==> src/rtl/sprattr_scan_pkg.sv <==
// Shared definitions for the sprite attribute table and its line scan engine.
package sprattr_scan_pkg;

  // io register window
  localparam logic [3:0] A_SEL  = 4'h4;
  localparam logic [3:0] A_XL   = 4'h5;
  localparam logic [3:0] A_XH   = 4'h6;
  localparam logic [3:0] A_Y    = 4'h7;
  localparam logic [3:0] A_IDX  = 4'h8;
  localparam logic [3:0] A_ATTR = 4'h9;
  localparam logic [3:0] A_CTRL = 4'hA;

  // ATTR byte layout; bit0 carries idx[8]
  localparam int AB_EN     = 7;
  localparam int AB_PRI    = 6;
  localparam int AB_PAL_HI = 5;
  localparam int AB_PAL_LO = 4;
  localparam int AB_H16    = 3;
  localparam int AB_VF     = 2;
  localparam int AB_HF     = 1;
  localparam int AB_IDX8   = 0;

  // sprite heights
  localparam logic [7:0] H_SMALL = 8'd8;
  localparam logic [7:0] H_TALL  = 8'd16;

  // one table entry, 33 bits
  typedef struct packed {
    logic       enable;
    logic       prio;
    logic [1:0] palette;
    logic       h16;
    logic       vflip;
    logic       hflip;
    logic [8:0] idx;
    logic [7:0] y;
    logic [8:0] x;
  } spr_entry_t;

  typedef enum logic [1:0] {
    S_IDLE,
    S_EVAL,
    S_EMIT,
    S_DONE
  } scan_st_t;

  // reassemble the ATTR register view of an entry
  function automatic logic [7:0] attr_byte(input spr_entry_t e);
    return {e.enable, e.prio, e.palette, e.h16, e.vflip, e.hflip, e.idx[8]};
  endfunction

endpackage

==> src/rtl/sprattr_ram.sv <==
// Sprite entry storage: byte-lane writes from the CPU, two async read ports.
module sprattr_ram
  import sprattr_scan_pkg::*;
#(
  parameter int NUM_SPR = 64,
  parameter int SEL_W   = $clog2(NUM_SPR)
) (
  input  logic             clk,
  input  logic [SEL_W-1:0] cpu_sel,
  input  logic [7:0]       wdata,
  input  logic             we_xl,
  input  logic             we_xh,
  input  logic             we_y,
  input  logic             we_idx,
  input  logic             we_attr,
  output spr_entry_t       cpu_rd,
  input  logic [SEL_W-1:0] scan_sel,
  output spr_entry_t       scan_rd
);

  spr_entry_t mem [NUM_SPR];

  // field writes land on the selected entry; contents are never reset
  always_ff @(posedge clk) begin
    if (we_xl)  mem[cpu_sel].x[7:0]   <= wdata;
    if (we_xh)  mem[cpu_sel].x[8]     <= wdata[0];
    if (we_y)   mem[cpu_sel].y        <= wdata;
    if (we_idx) mem[cpu_sel].idx[7:0] <= wdata;
    if (we_attr) begin
      mem[cpu_sel].idx[8]  <= wdata[AB_IDX8];
      mem[cpu_sel].enable  <= wdata[AB_EN];
      mem[cpu_sel].prio    <= wdata[AB_PRI];
      mem[cpu_sel].palette <= wdata[AB_PAL_HI:AB_PAL_LO];
      mem[cpu_sel].h16     <= wdata[AB_H16];
      mem[cpu_sel].vflip   <= wdata[AB_VF];
      mem[cpu_sel].hflip   <= wdata[AB_HF];
    end
  end

  // reads see the pre-edge contents, so a same-cycle write is invisible to the scan
  assign cpu_rd  = mem[cpu_sel];
  assign scan_rd = mem[scan_sel];

endmodule

==> src/rtl/sprattr_scan.sv <==
// Sprite attribute table with CPU register window and per-line scan engine.
module sprattr_scan
  import sprattr_scan_pkg::*;
#(
  parameter int NUM_SPR  = 64,
  parameter int SEL_W    = $clog2(NUM_SPR),
  parameter int MAX_LINE = 16
) (
  input  logic             clk,
  input  logic             reset_n,
  input  logic [3:0]       io_addr,
  input  logic [7:0]       io_wrdata,
  input  logic             io_wren,
  output logic [7:0]       io_rddata,
  input  logic             scan_start,
  input  logic [7:0]       scan_line,
  output logic             scan_busy,
  output logic             scan_done,
  output logic             scan_ovf,
  output logic             out_valid,
  input  logic             out_ready,
  output logic [SEL_W-1:0] out_sel,
  output logic [8:0]       out_x,
  output logic [8:0]       out_idx,
  output logic [3:0]       out_row,
  output logic             out_priority,
  output logic             out_hflip,
  output logic [1:0]       out_palette,
  output logic             out_h16
);

  localparam int              CNT_W   = $clog2(MAX_LINE + 1);
  localparam logic [SEL_W-1:0] LAST   = SEL_W'(NUM_SPR - 1);
  localparam logic [CNT_W-1:0] CNT_LST = CNT_W'(MAX_LINE - 1);

  logic [SEL_W-1:0] sel;
  logic             auto_inc;

  logic we_xl, we_xh, we_y, we_idx, we_attr;
  spr_entry_t cpu_rd, scan_rd;

  scan_st_t         st;
  logic [7:0]       line_q;
  logic [SEL_W-1:0] scan_i;
  logic [CNT_W-1:0] cnt;
  logic             full;

  logic [7:0] row;
  logic [7:0] hgt;
  logic       hit;
  logic [3:0] eff_row;

  assign we_xl   = io_wren && (io_addr == A_XL);
  assign we_xh   = io_wren && (io_addr == A_XH);
  assign we_y    = io_wren && (io_addr == A_Y);
  assign we_idx  = io_wren && (io_addr == A_IDX);
  assign we_attr = io_wren && (io_addr == A_ATTR);

  sprattr_ram #(
    .NUM_SPR (NUM_SPR),
    .SEL_W   (SEL_W)
  ) u_ram (
    .clk      (clk),
    .cpu_sel  (sel),
    .wdata    (io_wrdata),
    .we_xl    (we_xl),
    .we_xh    (we_xh),
    .we_y     (we_y),
    .we_idx   (we_idx),
    .we_attr  (we_attr),
    .cpu_rd   (cpu_rd),
    .scan_sel (scan_i),
    .scan_rd  (scan_rd)
  );

  // select and control registers; ATTR writes optionally step the select
  always_ff @(posedge clk or negedge reset_n) begin
    if (!reset_n) begin
      sel      <= '0;
      auto_inc <= 1'b0;
    end else if (io_wren) begin
      case (io_addr)
        A_SEL:  sel      <= io_wrdata[SEL_W-1:0];
        A_CTRL: auto_inc <= io_wrdata[0];
        A_ATTR: if (auto_inc) sel <= sel + 1'b1;
        default: ;
      endcase
    end
  end

  // combinational register read-back
  always_comb begin
    io_rddata = 8'h00;
    case (io_addr)
      A_SEL:  io_rddata = 8'(sel);
      A_XL:   io_rddata = cpu_rd.x[7:0];
      A_XH:   io_rddata = {7'b0, cpu_rd.x[8]};
      A_Y:    io_rddata = cpu_rd.y;
      A_IDX:  io_rddata = cpu_rd.idx[7:0];
      A_ATTR: io_rddata = attr_byte(cpu_rd);
      A_CTRL: io_rddata = {7'b0, auto_inc};
      default: io_rddata = 8'h00;
    endcase
  end

  // vertical hit test of the entry under evaluation; row wraps mod 256
  always_comb begin
    row     = line_q - scan_rd.y;
    hgt     = scan_rd.h16 ? H_TALL : H_SMALL;
    hit     = scan_rd.enable && (row < hgt);
    // h-1-row in 4 bits: 16 truncates to 0, so 0-1-row == 15-row
    eff_row = scan_rd.vflip ? (hgt[3:0] - 4'd1 - row[3:0]) : row[3:0];
  end

  // scan FSM: one entry per EVAL cycle, EMIT holds a stream entry until taken
  always_ff @(posedge clk or negedge reset_n) begin
    if (!reset_n) begin
      st           <= S_IDLE;
      line_q       <= '0;
      scan_i       <= '0;
      cnt          <= '0;
      full         <= 1'b0;
      scan_busy    <= 1'b0;
      scan_done    <= 1'b0;
      scan_ovf     <= 1'b0;
      out_valid    <= 1'b0;
      out_sel      <= '0;
      out_x        <= '0;
      out_idx      <= '0;
      out_row      <= '0;
      out_priority <= 1'b0;
      out_hflip    <= 1'b0;
      out_palette  <= '0;
      out_h16      <= 1'b0;
    end else begin
      scan_done <= 1'b0;
      case (st)
        S_IDLE: begin
          if (scan_start) begin
            line_q    <= scan_line;
            scan_ovf  <= 1'b0;
            cnt       <= '0;
            full      <= 1'b0;
            scan_i    <= '0;
            scan_busy <= 1'b1;
            st        <= S_EVAL;
          end
        end
        S_EVAL: begin
          if (hit && full) begin
            // line budget spent and another sprite wants this line
            scan_ovf <= 1'b1;
            st       <= S_DONE;
          end else if (hit) begin
            out_sel      <= scan_i;
            out_x        <= scan_rd.x;
            out_idx      <= scan_rd.idx;
            out_row      <= eff_row;
            out_priority <= scan_rd.prio;
            out_hflip    <= scan_rd.hflip;
            out_palette  <= scan_rd.palette;
            out_h16      <= scan_rd.h16;
            out_valid    <= 1'b1;
            st           <= S_EMIT;
          end else if (scan_i == LAST) begin
            st <= S_DONE;
          end else begin
            scan_i <= scan_i + 1'b1;
          end
        end
        S_EMIT: begin
          if (out_ready) begin
            out_valid <= 1'b0;
            cnt       <= cnt + 1'b1;
            if (scan_i == LAST) begin
              st <= S_DONE;
            end else begin
              // after the last permitted emit, keep walking only to detect overflow
              if (cnt == CNT_LST) full <= 1'b1;
              scan_i <= scan_i + 1'b1;
              st     <= S_EVAL;
            end
          end
        end
        S_DONE: begin
          scan_done <= 1'b1;
          scan_busy <= 1'b0;
          st        <= S_IDLE;
        end
        default: st <= S_IDLE;
      endcase
    end
  end

endmodule

==> config.mk <==
export PLATFORM = sky130hd
export DESIGN_NAME = sprattr_scan
export DESIGN_NICKNAME = d
export VERILOG_FILES = /design/src/rtl/sprattr_scan_pkg.sv /design/src/rtl/sprattr_ram.sv /design/src/rtl/sprattr_scan.sv
export SDC_FILE = /design/constraint.sdc
export NUM_CORES = 2
export LEC_CHECK = 0
export CAP_MARGIN = 20
export CORE_MARGIN = 4
export CORE_UTILIZATION = 35
export DETAILED_ROUTE_END_ITERATION = 16
export SYNTH_ARGS = -nofsm -noshare
export SYNTH_HDL_FRONTEND = slang
export SYNTH_SLANG_ARGS = --single-unit
==> constraint.sdc <==
create_clock -name clk -period 14.1 [get_ports clk]
set_clock_uncertainty 0.05 [all_clocks]
set_input_delay 4.23 -clock clk [delete_from_list [all_inputs] [get_ports clk]]
set_output_delay 4.23 -clock clk [all_outputs]
set_load 0.05 [all_outputs]
==> impl_metrics.yaml <==
run_status:
  status: "complete, no violations"
setup_path:
  reg2reg_to: "out_x[0]"
  crit_top_cell: "clkdlybuf4s50_1"
  path_cells: "clkdlybuf4s50_1 > nand3_1 > o211ai_1 > clkdlybuf4s50_1"
  cp.depth: 4
  cpMaxStageDelayCell: "clkdlybuf4s50_1"
  reg2reg_depth: 21
  endpoint_kind: "output port"
  path_max_fanout: 13
  regToRegStartpoint: "scan_i[0]"
  start_kind: "primary input"
  slowest_delay_ns: 0.97
  cp.required_ns: 9.82
  cp_top_family: "buffers and inverters"
  crit_type: "primary input to output port"
  critPathBufInv: 2
  r2r_slack_ns: 5.62
  arrival_ns: 7.44
power_and_ir_drop:
  combPwrFrac_pct: 35.3
  leakage_nw: 31.8
  ir_drop_v: 0.000125
  internal_power_w: 0.0133
  seq_power_share_pct: 35.9
  swShare_pct: 35.0
  p_switching_w: 0.00719
  power.share.clock_pct: 28.9
  power.density_nw_per_um2: 188
timing:
  rsz0062_at_grt: "no"
  fmax_ghz: 0.0853
  worstMarginPinSlew_ns: 1.25
  period_needed_ns: 11.72
  hold_viol: 0
  relSlewSlack_pct: 15.7
  setup_violations: 0
  setup_tns_ns: 0
  finalCritPeriodShare_pct: 83.1
  whs_ns: 0.441
  slew_violations: 0
clock_network:
  cts_tree: "yes"
  h-tree-depth: 4
  clk_pin_slew_ns: 0.05
  cts_buffer_depth: 4
  cts_post_setup_buffers_inserted: 0
  root_buffer: "clkbuf_16"
  cts_hold_buf: 0
  clk_latency_ns: 0.90
  cts_resized: 0
  cts.sinks: 2178
  cts_made_buffers: 219
worst_hold_path:
  min_path_cells: 1
  holdCritPathClass: "flip-flop to flip-flop"
  hold_start: "out_row[2]"
  min_to: "out_row[2]"
synth:
  ys_types: 69
  yosysWarnings: 0
  yosys_most_used_dff: "edfxtp_1"
  synth-edff-count: 2112
  synth_seq_cells: 2178
  syn_inst: 5588
  postSynthAreaPerCell_um2: 17.4
  synth_fp_nets: 5633
  ys_seq_area_share_pct: 66.8
  async_flop_share_pct: 3.03
  synth_area_um2: 97400
finish:
  layout_commonest_cell: "edfxtp_1"
  fin_nets: 5594
  layout-drive-gt1-share_pct: 20.9
  area_delta_synth_final_pct: 12.5
  layout_common_cells: "edfxtp_1, a22oi_1, mux4_2"
place:
  port_buffers: 69
  place_congestion: 0.903
  place_hpwl_mm: 211
floorplan:
  die-height_um: 535
  ios: 70
  coreArea_um2: 277000
  start_util_pct: 35.2
  die_w_um: 535
  rows: 193
  dieArea_um2: 287000
global_route:
  grt_antenna_before_repair: 38
  grt_pass1_vias: 60200
  grt_use_total_pct: 23.9
  grt_max_degree: 128
  grt_pass1_wl_mm: 488
  grt-ovfl-total: 0
drt:
  wire_per_inst_um: 37.5
  antenna_left: 0
  routed_wl_mm: 355
  vias_per_cell: 6.72
  dr_total_vias: 63600
  initialDrtViolationCount: 10800
  dr.pass1.iters: 8
  drc: 0
job:
  drv_cap: 0
## metal layers
layer	up-vias	global-route usage [%]	part of all wire (%)
li1	24100	-	-
met1	33100	32.0	37
met2	5442	35.1	44
met3	936	7.49	14
met4	22	11.8	5.8
met5	-	0.566	0.043
## worst max path at each step
stage,from,endpoint,slack (ns)
2_1_floorplan,io_addr[1],io_rddata[2],3.85
4_1_cts,io_addr[0],io_rddata[4],2.34
3_3_place_gp,io_addr[0],io_rddata[4],2.33
5_1_grt,io_addr[0],io_rddata[4],2.31
3_5_place_dp,io_addr[0],io_rddata[4],2.35
6_report,io_addr[0],io_rddata[4],2.38
## Yosys cell counts (81+ instances only)
cell	n	area, µm²
a221oi_1	147	1290
a22o_1	148	1300
a22oi_1	770	5780
a31oi_1	168	1050
a41oi_1	81	709
buf_1	138	518
buf_2	92	460
clkbuf_1	232	871
edfxtp_1	2112	63400
mux4_2	654	14700
nand2_1	137	514
nor2_1	348	1310
## cell type report
class	instances	area, µm²
fill	24800	167000
sequential	2178	65100
multi-input combinational	2898	30200
clock buffer	286	5970
tap	3705	4640
timing repair buffer	231	2230
clock inverter	112	1190
antenna	38	95.1
inverter	21	78.8
## state kept, by name, indices dropped and copies added, names as in the netlist, 2 cells and up
| name | flops |
|---|---|
| u_ram.mem | 2112 |
| out_idx | 9 |
| out_x | 9 |
| line_q | 8 |
| out_sel | 6 |
| scan_i | 6 |
| sel | 6 |
| cnt | 5 |
| out_row | 4 |
| out_palette | 2 |
| st | 2 |
## power by group through the flow
| stage | logic, W | clock network, W | registers, W |
|---|---|---|---|
| finish | 0.00724 | 0.00592 | 0.00737 |
| global route | 0.00743 | 0.00625 | 0.00739 |
| CTS | 0.00711 | 0.00596 | 0.00737 |
| detailed placement | 0.00709 | 0 | 0.00751 |
| global placement | 0.00706 | 0 | 0.00751 |
| floorplan | 0.00434 | 0 | 0.00750 |
## cells by family after synthesis
kind of cell	share of synthesized area, %
simple gates	3.14
compound gates	11.3
mux	16.0
flops	66.8
buf+inv	2.28
xor+xnor	0.0900
fa+ha+maj	0.265
## per-stage QoR
stage / cells / util, % / total power [W] / setup slack (ns) / instance area, µm²
final: 9469 / 39.6 / 0.0205 / 2.38 / 109000
after global routing: 9436 / 39.5 / 0.0211 / 2.31 / 109000
after CTS: 9422 / 39.5 / 0.0204 / 2.34 / 109000
after detailed placement: 9024 / 36.9 / 0.0146 / 2.35 / 102000
after global placement: 9009 / 36.9 / 0.0146 / 2.33 / 102000
after floorplan: 5588 / - / 0.0118 / 3.85 / 97400
No activity file was read; power rests on OpenSTA's default activity.
